===== src/rtl/powlib_pipe.sv =====
// -----------------------------------------------------------------------------
// powlib_pipe
//
// Parametrised D-stage registered pipeline with valid/ready flow control.
// Each stage holds one data word and one valid bit. Stages collapse bubbles:
// an empty stage always loads, even while the output is stalled, so the pipe
// buffers exactly D beats before it deasserts rdy.
//
// Handshake rule (both sides): a beat transfers on a rising edge where
// valid and ready are both 1. A producer holding valid=1 while ready=0 keeps
// its data and valid stable until the transfer happens. The ready chain is
// combinational, so a full pipe that is popping this cycle also accepts.
//
// Parameters
//   W    : data width in bits (>= 1)
//   D    : number of register stages (>= 1)
//   INIT : reset value of every stage data register
//   EBP  : 1 = honour qrdy; 0 = treat qrdy as always 1 (plain valid shift)
//
// Ports
//   clk  : clock, all state changes on the rising edge
//   rst  : asynchronous active-high reset
//   clr  : synchronous flush of every valid bit (data registers hold)
//   d    : input data
//   vld  : input beat valid
//   rdy  : pipe accepts a beat this cycle (combinational)
//   q    : output data, last stage register
//   qvld : output beat valid, last stage valid register
//   qrdy : downstream accepts the output beat
//   cnt  : number of occupied stages, registered
// -----------------------------------------------------------------------------
module powlib_pipe #(
    parameter int unsigned     W    = 1,
    parameter int unsigned     D    = 2,
    parameter logic [W-1:0]    INIT = '0,
    parameter bit              EBP  = 1'b1,
    localparam int unsigned    CW   = $clog2(D + 1)
) (
    input  logic          clk,
    input  logic          rst,
    input  logic          clr,
    input  logic [W-1:0]  d,
    input  logic          vld,
    output logic          rdy,
    output logic [W-1:0]  q,
    output logic          qvld,
    input  logic          qrdy,
    output logic [CW-1:0] cnt
);

    // Stage state: v_q[i] is the valid bit of stage i, r_q[i] its data.
    logic [D-1:0]  v_q;
    logic [D-1:0]  v_d;
    logic [W-1:0]  r_q [D];
    logic [CW-1:0] cnt_q;
    logic [CW-1:0] cnt_d;

    // en[i]  : stage i may load this edge (empty, or its beat moves on)
    // adv[i] : the beat in stage i moves on this edge
    // ld[i]  : stage i captures a valid beat this edge (data register load)
    logic [D-1:0]  en;
    logic [D-1:0]  adv;
    logic [D-1:0]  ld;
    logic          qrdy_eff;

    // -------------------------------------------------------------------------
    // Ready / advance chain. Evaluated from the output stage backwards so
    // that a pop at the end frees every full stage in front of it in the
    // same cycle.
    // -------------------------------------------------------------------------
    always_comb begin
        qrdy_eff = EBP ? qrdy : 1'b1;
        adv      = '0;
        en       = '0;
        adv[D-1] = v_q[D-1] & qrdy_eff;
        en[D-1]  = ~v_q[D-1] | adv[D-1];
        for (int i = int'(D) - 2; i >= 0; i--) begin
            adv[i] = v_q[i] & en[i+1];
            en[i]  = ~v_q[i] | adv[i];
        end
    end

    // -------------------------------------------------------------------------
    // Next valid bits, data load enables and next occupancy.
    // -------------------------------------------------------------------------
    always_comb begin
        v_d = v_q;
        ld  = '0;
        if (en[0]) begin
            v_d[0] = vld;
            ld[0]  = vld;
        end
        for (int i = 1; i < int'(D); i++) begin
            if (en[i]) begin
                v_d[i] = v_q[i-1];
                ld[i]  = v_q[i-1];
            end
        end
        cnt_d = '0;
        for (int i = 0; i < int'(D); i++) begin
            cnt_d = cnt_d + CW'(v_d[i]);
        end
    end

    // -------------------------------------------------------------------------
    // Valid bits and occupancy. clr wins over any accept or pop.
    // -------------------------------------------------------------------------
    always_ff @(posedge clk or posedge rst) begin
        if (rst) begin
            v_q   <= '0;
            cnt_q <= '0;
        end else if (clr) begin
            v_q   <= '0;
            cnt_q <= '0;
        end else begin
            v_q   <= v_d;
            cnt_q <= cnt_d;
        end
    end

    // -------------------------------------------------------------------------
    // Data registers. A register only loads when a valid beat enters it, so
    // an empty stage keeps its previous contents; clr leaves data untouched.
    // -------------------------------------------------------------------------
    always_ff @(posedge clk or posedge rst) begin
        if (rst) begin
            r_q[0] <= INIT;
        end else if (!clr && ld[0]) begin
            r_q[0] <= d;
        end
    end

    for (genvar g = 1; g < int'(D); g++) begin : g_stage
        always_ff @(posedge clk or posedge rst) begin
            if (rst) begin
                r_q[g] <= INIT;
            end else if (!clr && ld[g]) begin
                r_q[g] <= r_q[g-1];
            end
        end
    end

    // -------------------------------------------------------------------------
    // Outputs. rdy is forced low during clr (the beat would be discarded)
    // and during rst (no state can change).
    // -------------------------------------------------------------------------
    assign rdy  = en[0] & ~clr & ~rst;
    assign q    = r_q[D-1];
    assign qvld = v_q[D-1];
    assign cnt  = cnt_q;

endmodule


===== config.mk =====
export PLATFORM = sky130hd
export DESIGN_NAME = powlib_pipe
export DESIGN_NICKNAME = d
export VERILOG_FILES = /design/src/rtl/powlib_pipe.sv
export SDC_FILE = /design/constraint.sdc
export NUM_CORES = 1
export LEC_CHECK = 0
export ABC_CLOCK_PERIOD_IN_PS = 1600
export BUFFER_PORTS_ARGS = -buffer_cell sky130_fd_sc_hd__buf_2
export CAP_MARGIN = 10
export CELL_PAD_IN_SITES_DETAIL_PLACEMENT = 1
export CELL_PAD_IN_SITES_GLOBAL_PLACEMENT = 2
export CORE_AREA = 2 2 39 41
export DETAILED_ROUTE_END_ITERATION = 6
export DIE_AREA = 0 0 41 43
export PLACE_DENSITY_LB_ADDON = 0.1
export SETUP_SLACK_MARGIN = 0.3
export SLEW_MARGIN = 20
export SYNTH_ARGS = -nofsm -noshare
export SYNTH_HDL_FRONTEND = slang
export SYNTH_SLANG_ARGS = --single-unit

===== constraint.sdc =====
create_clock -name clk -period 1.6 [get_ports clk]
set_input_delay 0.08 -clock clk [delete_from_list [all_inputs] [get_ports clk]]
set_output_delay 0.08 -clock clk [all_outputs]
set_load 0.05 [all_outputs]

---- Word level (Yosys, flattened, before mapping) ----
Index checks and enable logic that the tools add are counted.
Widths: inputs -> output; s select.
word-level totals
  memories kept ........................... 0
  output and inout bits ................... 5
  bits in read-only memories .............. 0
  logic and storage cells ................. 24
  latch bits .............................. 0
  memory bits (writable) .................. 0
  register bits ........................... 6
cells by class
  magnitude comparators ................... 0
  divide/modulo/power cells ............... 0
  equal/unequal tests ..................... 0
  add/sub/neg operators ................... 1
  bitwise logic cells ..................... 10
  shifts and indexed selects .............. 0
  reductions and logical operators ........ 3
  $mul .................................... 0
  multiplexer cells ....................... 6
operators with widths
  kind               count
  $and 1x1->1        4
  $mux 1             4
  $mux 2             2
  $not 1->1          4
  $add 1x1->2        1
  $logic_and 1x1->1  2
  $or 1x1->1         2
  $logic_not 1->1    1

---- Logic depth before layout (Yosys ltp) ----
Gate-level depths: netlist of the first run.
  word-level depth ........................ 7
  depth in mapped cells ................... 4
  depth with buffers taken out ............ 4

---- Least setup slack after synthesis of the first run ----
No wires, ideal clock.
  path type ............................... register to output
  start ................................... register v_q[1]
  end ..................................... output port rdy
  stages on the path, launching flop included .. 3
  setup slack ............................. -378 ps
  arrival ................................. 1898 ps
  cells stage by stage .................... dfrtp_1 and3b_1 nor3_1
on the way
  cells in the longest elaborated chain, start to end .. 6
  elaborated cells on any way between the ends .. 7
  those cells by class .................... 7 x bitwise
RTL lines
  item                                             line    RTL
  start: declaration                               52      logic [D-1:0] v_q;
  start signal: assignment                         116     v_q <= v_d;
  $and 1x1->1 / $not 1->1 (equally long branches)  75, 76
  $or 1x1->1 (*)                                   76      en[D-1] = ~v_q[D-1] | adv[D-1];
  $and 1x1->1 (*)                                  78      adv[i] = v_q[i] & en[i+1];
  $or 1x1->1 (*)                                   79      en[i] = ~v_q[i] | adv[i];
  $and 1x1->1 (*) (2 in a row)                     147     assign rdy = en[0] & ~clr & ~rst;
  end: declaration                                 44      output logic rdy,
Mark *: on every way between the ends. The rest lies on a longest branch, timed or not.

---- Worst setup path in the final report of the first run ----
  start ................................... register v_q[1]
  end ..................................... register r_q[1] in the netlist's numbering
on the way
  cells in the longest elaborated chain, start to end .. 6
  elaborated cells on any way between the ends .. 7
  those cells by class .................... 1 x mux; 5 x bitwise; 1 x reduce/logical
RTL lines
  item                                             line    RTL
  $and 1x1->1 / $not 1->1 (equally long branches)  75, 76
  $or 1x1->1 (*)                                   76
  $and 1x1->1 (*)                                  78
  $or 1x1->1 (*)                                   79
  $mux 1 (*)                                       89      if (en[0]) begin
  $logic_and 1x1->1 (*)                            128     end else if (!clr && ld[0]) begin
  end: declaration                                 54      logic [W-1:0] r_q [D];
Marks and branches as above.
A chain may end at the register's enable or synchronous reset.

==> flow_summary.json, run 1 <==
{
  "timing.rr.start": "v_q[1]",
  "grt_pass1_vias": 243,
  "worstPathMaxFanout": 3,
  "cts.sinks": 6,
  "io_buffers": 10,
  "clockBufferDepth": 2,
  "initial_utilization_pct": 19.5,
  "antenna_found_initial": 0,
  "slew_viol_final": 0,
  "wl_met3_um": 42,
  "wl_um": 675,
  "die_w_um": 41,
  "worstSetupPathType": "reg2reg",
  "slew-limit-headroom_pct": 83.5,
  "layout_commonest_cell": "buf_2",
  "placed_cells": 47,
  "drt-initial-drc-count": 0,
  "cts-htree-levels": 1,
  "vias": 216,
  "fin_ws_ns": 0.228,
  "cp-startpoint": "v_q[1]",
  "cts_made_buffers": 3,
  "dieArea_um2": 1760,
  "pwr_density_cell_nw_per_um2": 1080,
  "max_freq_mhz": 729,
  "fin_nets": 47,
  "setup_viol": 0,
  "cp-start-kind": "register",
  "clk_pin_slew_ns": 0.05,
  "finClkSkew_ns": 0.00986,
  "ff2ff_path_depth": 4,
  "antennaDiodeCount": 0,
  "tightest_slew_ns": 0.249,
  "syn_nets": 28,
  "area_growth_pct": 53.7,
  "required_ns": 1.74,
  "dp.final_hpwl_um": 475,
  "synth.avg_cell_area_um2": 12.9,
  "grt_pass1_wl_mm": 1.06,
  "ir_worst_vdd_v": 0.000380,
  "drtAntennaViolNets": 0,
  "num_rows": 14,
  "synth_cells": 21,
  "worst_ep_arrival_time_ns": 1.51,
  "drive_above_1_share_pct": 56.4,
  "met2_length_um": 373,
  "ios": 11,
  "drc": 0,
  "cp-end-kind": "register",
  "maxCapViolations": 0,
  "stdcell_count": 55,
  "die_h_um": 43,
  "cts_tree": "done",
  "core_um2": 1380,
  "grt-ovfl-total": 0,
  "detail_route.vias_per_cell": 3.93,
  "highest_layer": "met3",
  "finalHoldViolCount": 0,
  "hold_path_class": "in2reg",
  "p_leak_nw": 0.210,
  "grt_setup_unrepaired": "yes",
  "first_pass_iters": 1,
  "syn_area_um2": 270,
  "rrSetupSlack_ns": 0.23,
  "ys_seq_elements": 6,
  "clk_root_buffer_cell": "clkbuf_4",
  "status": "completed",
  "final.setup.tns_ns": 0,
  "clk_latency_ns": 0.25,
  "max_stage_delay_ns": 0.40,
  "final_util_pct": 30.0,
  "rr_endpoint": "r_q[1]",
  "grt_max_degree": 8,
  "cp-endpoint": "r_q[1]",
  "finalCriticalPeriod_ns": 1.37,
  "yosysWarnings": 0,
  "wl_met1_um": 259,
  "path_cells": "and3b_2 > buf_4 > nor3b_2 > mux2_4",
  "crit_slowest_cell": "dfrtp_2",
  "wire_per_inst_um": 12.3,
  "final_cell_mix": "buf_2 (9), dfrtp_1 (5), nor2b_1 (4)",
  "power.total_mw": 0.447,
  "track_usage_pct": 10.1,
  "min_period_over_period_pct": 85.8,
  "dp_worst_setup_slack_ns": 0.230,
  "yosysSeqAreaShare_pct": 55.6,
  "ys_types": 12,
  "gp_congestion": 0.621
}
-- power breakdown --
group / switching (mW) / total (mW) / internal [mW]
Combinational: 0.0739 / 0.113 / 0.0396
Clock: 0.0616 / 0.156 / 0.0949
Sequential: 0.00769 / 0.177 / 0.170
-- registers in the layout, indices dropped and copies added, names as in the netlist --
| register | count |
|---|---|
| v_q | 2 |
| cnt | 2 |
| q | 1 |
| r_q | 1 |
-- worst min path at each step --
| stage | start | end | slack, ns | depth (start not counted) |
|---|---|---|---|---|
| after floorplan | rst | cnt[0] | -0.13 | 1 |
| after global placement | rst | v_q[0] | 0.03 | 2 |
| after detailed placement | rst | v_q[0] | 0.03 | 2 |
| after CTS | d | r_q[1] | 0.06 | 2 |
| after global routing | d | r_q[1] | 0.07 | 2 |
| final | d | r_q[1] | 0.07 | 2 |
-- synthesized netlist by cell type --
| library cell | number | area, um2 |
|---|---|---|
| dfrtp_1 | 6 | 150 |
| nor2b_1 | 4 | 25.0 |
| nand2b_1 | 2 | 12.5 |
| and3b_1 | 1 | 8.76 |
| ha_1 | 1 | 12.5 |
| inv_1 | 1 | 3.75 |
| mux2_1 | 1 | 11.3 |
| mux2_4 | 1 | 15.0 |
| nand3b_1 | 1 | 7.51 |
| nor3_1 | 1 | 5.00 |
| nor3b_2 | 1 | 12.5 |
| or2_1 | 1 | 6.26 |
-- stage by stage --
step           area, um2  hold WS [ns]
6_report             415        0.0744
5_1_grt              415        0.0722
4_1_cts              409        0.0649
3_5_place_dp         347        0.0305
3_3_place_gp         347        0.0251
2_1_floorplan        277        -0.129
-- worst max-delay path, delay by kind of cell (launching register included) --
family | cells | cell delay (ns)
flops | 1 | 0.40
mux | 1 | 0.32
buf+inv | 1 | 0.14
simple gates | 2 | 0.40
-- routing by layer --
layer	vias up	track usage [%]
met5	-	0
met2	6	15.0
met1	105	10.2
met3	0	4.71
met4	0	8.00
li1	105	-
-- logic make-up (layout without fill, tap and decap cells) --
| kind of cell | count (synthesis) | after routing | synth area share (%) |
|---|---|---|---|
| fa+ha+maj | 1 | 1 | 4.63 |
| buf+inv | 1 | 19 | 1.39 |
| flops | 6 | 6 | 55.6 |
| mux | 2 | 2 | 9.72 |
| simple gates | 11 | 11 | 28.7 |
-- area by class of cell --
| cell class | instances | area, um2 |
|---|---|---|
| fillers | 157 | 968 |
| flip-flops and latches | 6 | 151 |
| repair buffers | 14 | 88.8 |
| inverters | 1 | 3.75 |
| clock buffers | 4 | 26.3 |
| well taps | 16 | 20.0 |
| multi-input cells | 14 | 125 |
-- repair_timing --
item,in CTS,in global routing
setup buffers,3,0
pin swaps,3,1
endpoints found under the setup margin,3,4
endpoints found under the hold margin,6,0
hold buffers,1,0
resized for setup,2,2
No activity file was read; power rests on OpenSTA's default activity.
==> inputs of run 2 (changes only) <==
- ABC_CLOCK_PERIOD_IN_PS: 1600 -> 1300
- SKIP_CTS_REPAIR_TIMING: unset -> 1
- clock period: 1.6 -> 1.3 ns (I/O delays scaled with it)
==> flow_summary.json, run 2 (synthesis gave the netlist of run 1 again) <==
{
  "p_leak_nw": 0.250,
  "fin_ws_ns": -0.0670,
  "worst_ep_arrival_time_ns": 1.50,
  "area_growth_pct": 86.6,
  "maxCapViolations": 0,
  "drc": 0,
  "cp-end-kind": "register",
  "die_w_um": 41,
  "switching_share_pct": 31.1,
  "p_sw_mw": 0.182,
  "cts_made_buffers": 3,
  "worstSetupPathType": "reg2reg",
  "status": "finished, violations left",
  "drtAntennaViolNets": 0,
  "dp_worst_setup_slack_ns": -0.0689,
  "seq_area_um2": 151,
  "ios": 11,
  "clk_pin_slew_ns": 0.05,
  "clockBufferDepth": 2,
  "antennaDiodeCount": 0,
  "tightest_slew_ns": 0.291,
  "rrSetupSlack_ns": -0.07,
  "setup_viol": 3,
  "final.setup.tns_ns": -0.153,
  "max_stage_delay_ns": 0.39,
  "min_period_over_period_pct": 105,
  "die_h_um": 43,
  "finalInstanceArea_um2": 504,
  "track_usage_pct": 9.51,
  "antenna_found_initial": 0,
  "finalHoldViolCount": 0,
  "slew_viol_final": 0,
  "first_pass_iters": 3,
  "grt_setup_unrepaired": "yes",
  "wire_per_inst_um": 12.2,
  "critPathTopFamily": "simple AND/OR/NAND/NOR gates",
  "whs_ns": 0.0540,
  "cp-start-kind": "register",
  "path_cells": "and3b_2 > buf_4 > nor3b_4 > mux2_4",
  "drt-initial-drc-count": 2,
  "crit_slowest_cell": "dfrtp_2",
  "timing.rr.start": "v_q[1]",
  "seqPwrFrac_pct": 37.5,
  "pwr_density_cell_nw_per_um2": 1160,
  "final_util_pct": 36.4,
  "whs_path_depth": 2,
  "worstPathMaxFanout": 3,
  "slew-limit-headroom_pct": 80.5,
  "cts_tree": "done",
  "fin_nets": 49,
  "grt_max_degree": 8,
  "intPower_mw": 0.402,
  "max_freq_mhz": 732,
  "grt-ovfl-total": 0,
  "cts.sinks": 6,
  "p_comb_share_pct": 30.5,
  "initial_utilization_pct": 19.5,
  "finalCriticalPeriod_ns": 1.37,
  "clk_latency_ns": 0.25,
  "fill_cells": 165,
  "ff2ff_path_depth": 4,
  "clkPwrFrac_pct": 32.0,
  "vias": 232,
  "dieArea_um2": 1760,
  "layout_commonest_cell": "buf_2",
  "final_cell_mix": "buf_2 (8), dfrtp_1 (5), clkbuf_4 (3), buf_6 (3), buf_4 (3)",
  "violations": "negative setup slack",
  "multi_input_area_um2": 181,
  "hold_path_class": "in2reg",
  "required_ns": 1.43,
  "num_rows": 14,
  "wl_um": 693,
  "io_buffers": 10,
  "ir_worst_vdd_v": 0.000452,
  "grt_pass1_wl_um": 993,
  "min_to": "r_q[1]",
  "grt_pass1_vias": 222,
  "min_from": "d",
  "rr_endpoint": "r_q[1]",
  "detail_route.vias_per_cell": 4.07,
  "clk_root_buffer_cell": "clkbuf_4",
  "core_um2": 1380,
  "gp_congestion": 0.692,
  "dpl-instance-area_um2": 369,
  "cts-htree-levels": 1,
  "path_buf_inv": 1,
  "drive_above_1_share_pct": 70.7,
  "finClkSkew_ns": 0.0100
}
[run 2: cell count changes in the layout (fill, tap and decap cells not counted), moves of 2 or more]
cell | previous run | this run
nor2b_4 | 0 | 2
nand2b_4 | 0 | 2
nand2b_1 | 2 | 0
nor2b_1 | 4 | 2
buf_6 | 1 | 3
[run 2: per-layer routing]
layer  global-route usage, %  share of wire [%]  vias to the layer above  routed length, um
li1                        -                  -                      108                  -
met1                    11.2                 38                      116                265
met2                    11.3                 53                        6                365
met3                    6.28                7.4                        2                 51
met4                    8.00                1.6                        0                 11
met5                       0                  0                        -                  0
[run 2: how the worst max path moves through the flow]
stage / startpoint / end / slack (ns) / depth (start not counted)
finish: v_q[1] / r_q[1] / -0.07 / 4
global placement: v_q[1] / cnt[0] / -0.06 / 4
global route: v_q[1] / r_q[1] / -0.1 / 4
CTS: v_q[1] / rdy / -0.15 / 4
floorplan: v_q[1] / cnt[0] / -0.18 / 4
detailed placement: v_q[1] / cnt[0] / -0.07 / 4
[run 2: worst register-to-register path, cell delays in order, from the launching register on]
cell	delay (ns)
dfrtp_2	0.39
and3b_2	0.23
buf_4	0.14
nor3b_4	0.18
mux2_4	0.31
[run 2: power groups by stage]
stage / Clock [mW] / Combinational (mW) / Sequential, mW
floorplan: 0 / 0.0401 / 0.275
global placement: 0 / 0.135 / 0.219
detailed placement: 0 / 0.136 / 0.221
CTS: 0.200 / 0.136 / 0.218
global route: 0.217 / 0.189 / 0.221
finish: 0.187 / 0.178 / 0.219
[run 2: stage by stage]
stage          total power [mW]  instances
2_1_floorplan             0.315         21
3_3_place_gp              0.354         50
3_5_place_dp              0.357         50
4_1_cts                   0.554         54
5_1_grt                   0.627         57
6_report                  0.584         57
[run 2: layout make-up]
cell class	instances	area share, %
Multi-Input combinational cell	14	36.0
Clock buffer	4	5.21
Timing Repair Buffer	16	24.1
Sequential cell	6	30.0
Tap cell	16	3.97
Inverter	1	0.744
==> inputs of run 3 (changes only) <==
- GPL_TIMING_DRIVEN: unset -> 0
==> flow_summary.json, run 3 (synthesis gave the netlist of run 1 again) <==
{
  "rrSetupSlack_ns": -0.04,
  "finalCriticalPeriod_ns": 1.34,
  "cts-htree-levels": 1,
  "grt_pass1_vias": 213,
  "worstSetupPathType": "reg2reg",
  "area_growth_pct": 56.9,
  "first_pass_iters": 4,
  "grt-ovfl-total": 0,
  "p_leak_nw": 0.213,
  "fin_nets": 44,
  "cts.sinks": 6,
  "drive_above_1_share_pct": 63.9,
  "hold_path_class": "in2reg",
  "dpl-instance-area_um2": 347,
  "die_h_um": 43,
  "grt_max_degree": 8,
  "ios": 11,
  "cts_made_buffers": 3,
  "finalHoldViolCount": 0,
  "worstPathMaxFanout": 3,
  "antennaDiodeCount": 0,
  "wire_per_inst_um": 11.9,
  "grt_pass1_wl_um": 938,
  "dp_worst_setup_slack_ns": -0.0907,
  "clk_root_buffer_cell": "clkbuf_4",
  "ff2ff_path_depth": 4,
  "cp-end-kind": "register",
  "worst_ep_arrival_time_ns": 1.46,
  "status": "finished, violations left",
  "clockBufferDepth": 2,
  "required_ns": 1.42,
  "grt_setup_unrepaired": "yes",
  "io_buffers": 10,
  "final_cell_mix": "buf_2 (9), dfrtp_1 (5), clkbuf_4 (3)",
  "drc": 0,
  "num_rows": 14,
  "setup_viol": 1,
  "finalInstanceArea_um2": 424,
  "pwr_density_cell_nw_per_um2": 1320,
  "min_from": "d",
  "slew_viol_final": 0,
  "tightest_slew_ns": 0.253,
  "ir_worst_vdd_v": 0.000451,
  "initial_utilization_pct": 19.5,
  "gp_congestion": 0.671,
  "drt-initial-drc-count": 2,
  "layout_commonest_cell": "buf_2",
  "timing.rr.start": "v_q[1]",
  "cp-startpoint": "v_q[1]",
  "wl_um": 618,
  "placed_cells": 47,
  "slew-limit-headroom_pct": 83.1,
  "clk_latency_ns": 0.25,
  "dieArea_um2": 1760,
  "clk_pin_slew_ns": 0.05,
  "finClkSkew_ns": 0.00972,
  "track_usage_pct": 8.90,
  "min_period_over_period_pct": 103,
  "vias": 217,
  "antenna_found_initial": 0,
  "detail_route.vias_per_cell": 4.17,
  "cp-endpoint": "cnt[0]",
  "core_um2": 1380,
  "cp-start-kind": "register",
  "cts_tree": "done",
  "die_w_um": 41,
  "fin_ws_ns": -0.0414,
  "maxCapViolations": 0,
  "stdcell_count": 52,
  "violations": "negative setup slack",
  "drtAntennaViolNets": 0,
  "max_freq_mhz": 745,
  "rr_endpoint": "cnt[0]"
}
run 3: final cells by class:
cell class,count,area (um2)
Tap cell,16,20.0
Timing Repair Buffer,11,66.3
Multi-Input combinational cell,14,156
Sequential cell,6,151
Fill cell,163,960
Clock buffer,4,26.3
Inverter,1,3.75
run 3: metal layers:
layer,vias up,GRT usage (%),share of wire [%]
li1,100,-,-
met1,109,9.87,39
met2,8,12.5,53
met3,0,4.71,7.6
met4,0,6.00,0
met5,-,0,0
run 3: critical path, cell delays in order, from the launching register on:
cell     delay, ns
dfrtp_2       0.40
and3b_2       0.23
or2_4         0.27
ha_4          0.21
nor2b_4       0.11
run 3: worst min path at each step:
stage,endpoint,slack (ns),cells after the start
floorplan,cnt[0],-0.14,1
global placement,v_q[0],0.007,2
detailed placement,v_q[0],0.02,2
CTS,r_q[1],-0.26,2
global route,r_q[1],0.05,2
finish,r_q[1],0.06,2
run 3: power breakdown:
part	total, mW	switching [mW]	leakage (nW)	internal (mW)
sequential	0.220	0.0109	0.0749	0.209
clock	0.187	0.0701	0.0150	0.116
combinational	0.154	0.0944	0.123	0.0599
total	0.561	0.175	0.213	0.385
run 3: stage by stage:
step / util, % / power (mW) / setup TNS [ns] / hold slack, ns
5_1_grt: 30.7 / 0.600 / -0.151 / 0.0481
6_report: 30.7 / 0.561 / -0.0414 / 0.0588
2_1_floorplan: - / 0.315 / -0.453 / -0.144
3_3_place_gp: 25.0 / 0.348 / -0.0819 / 0.00657
4_1_cts: 26.9 / 0.550 / -0.190 / -0.257
3_5_place_dp: 25.0 / 0.353 / -0.0907 / 0.0175
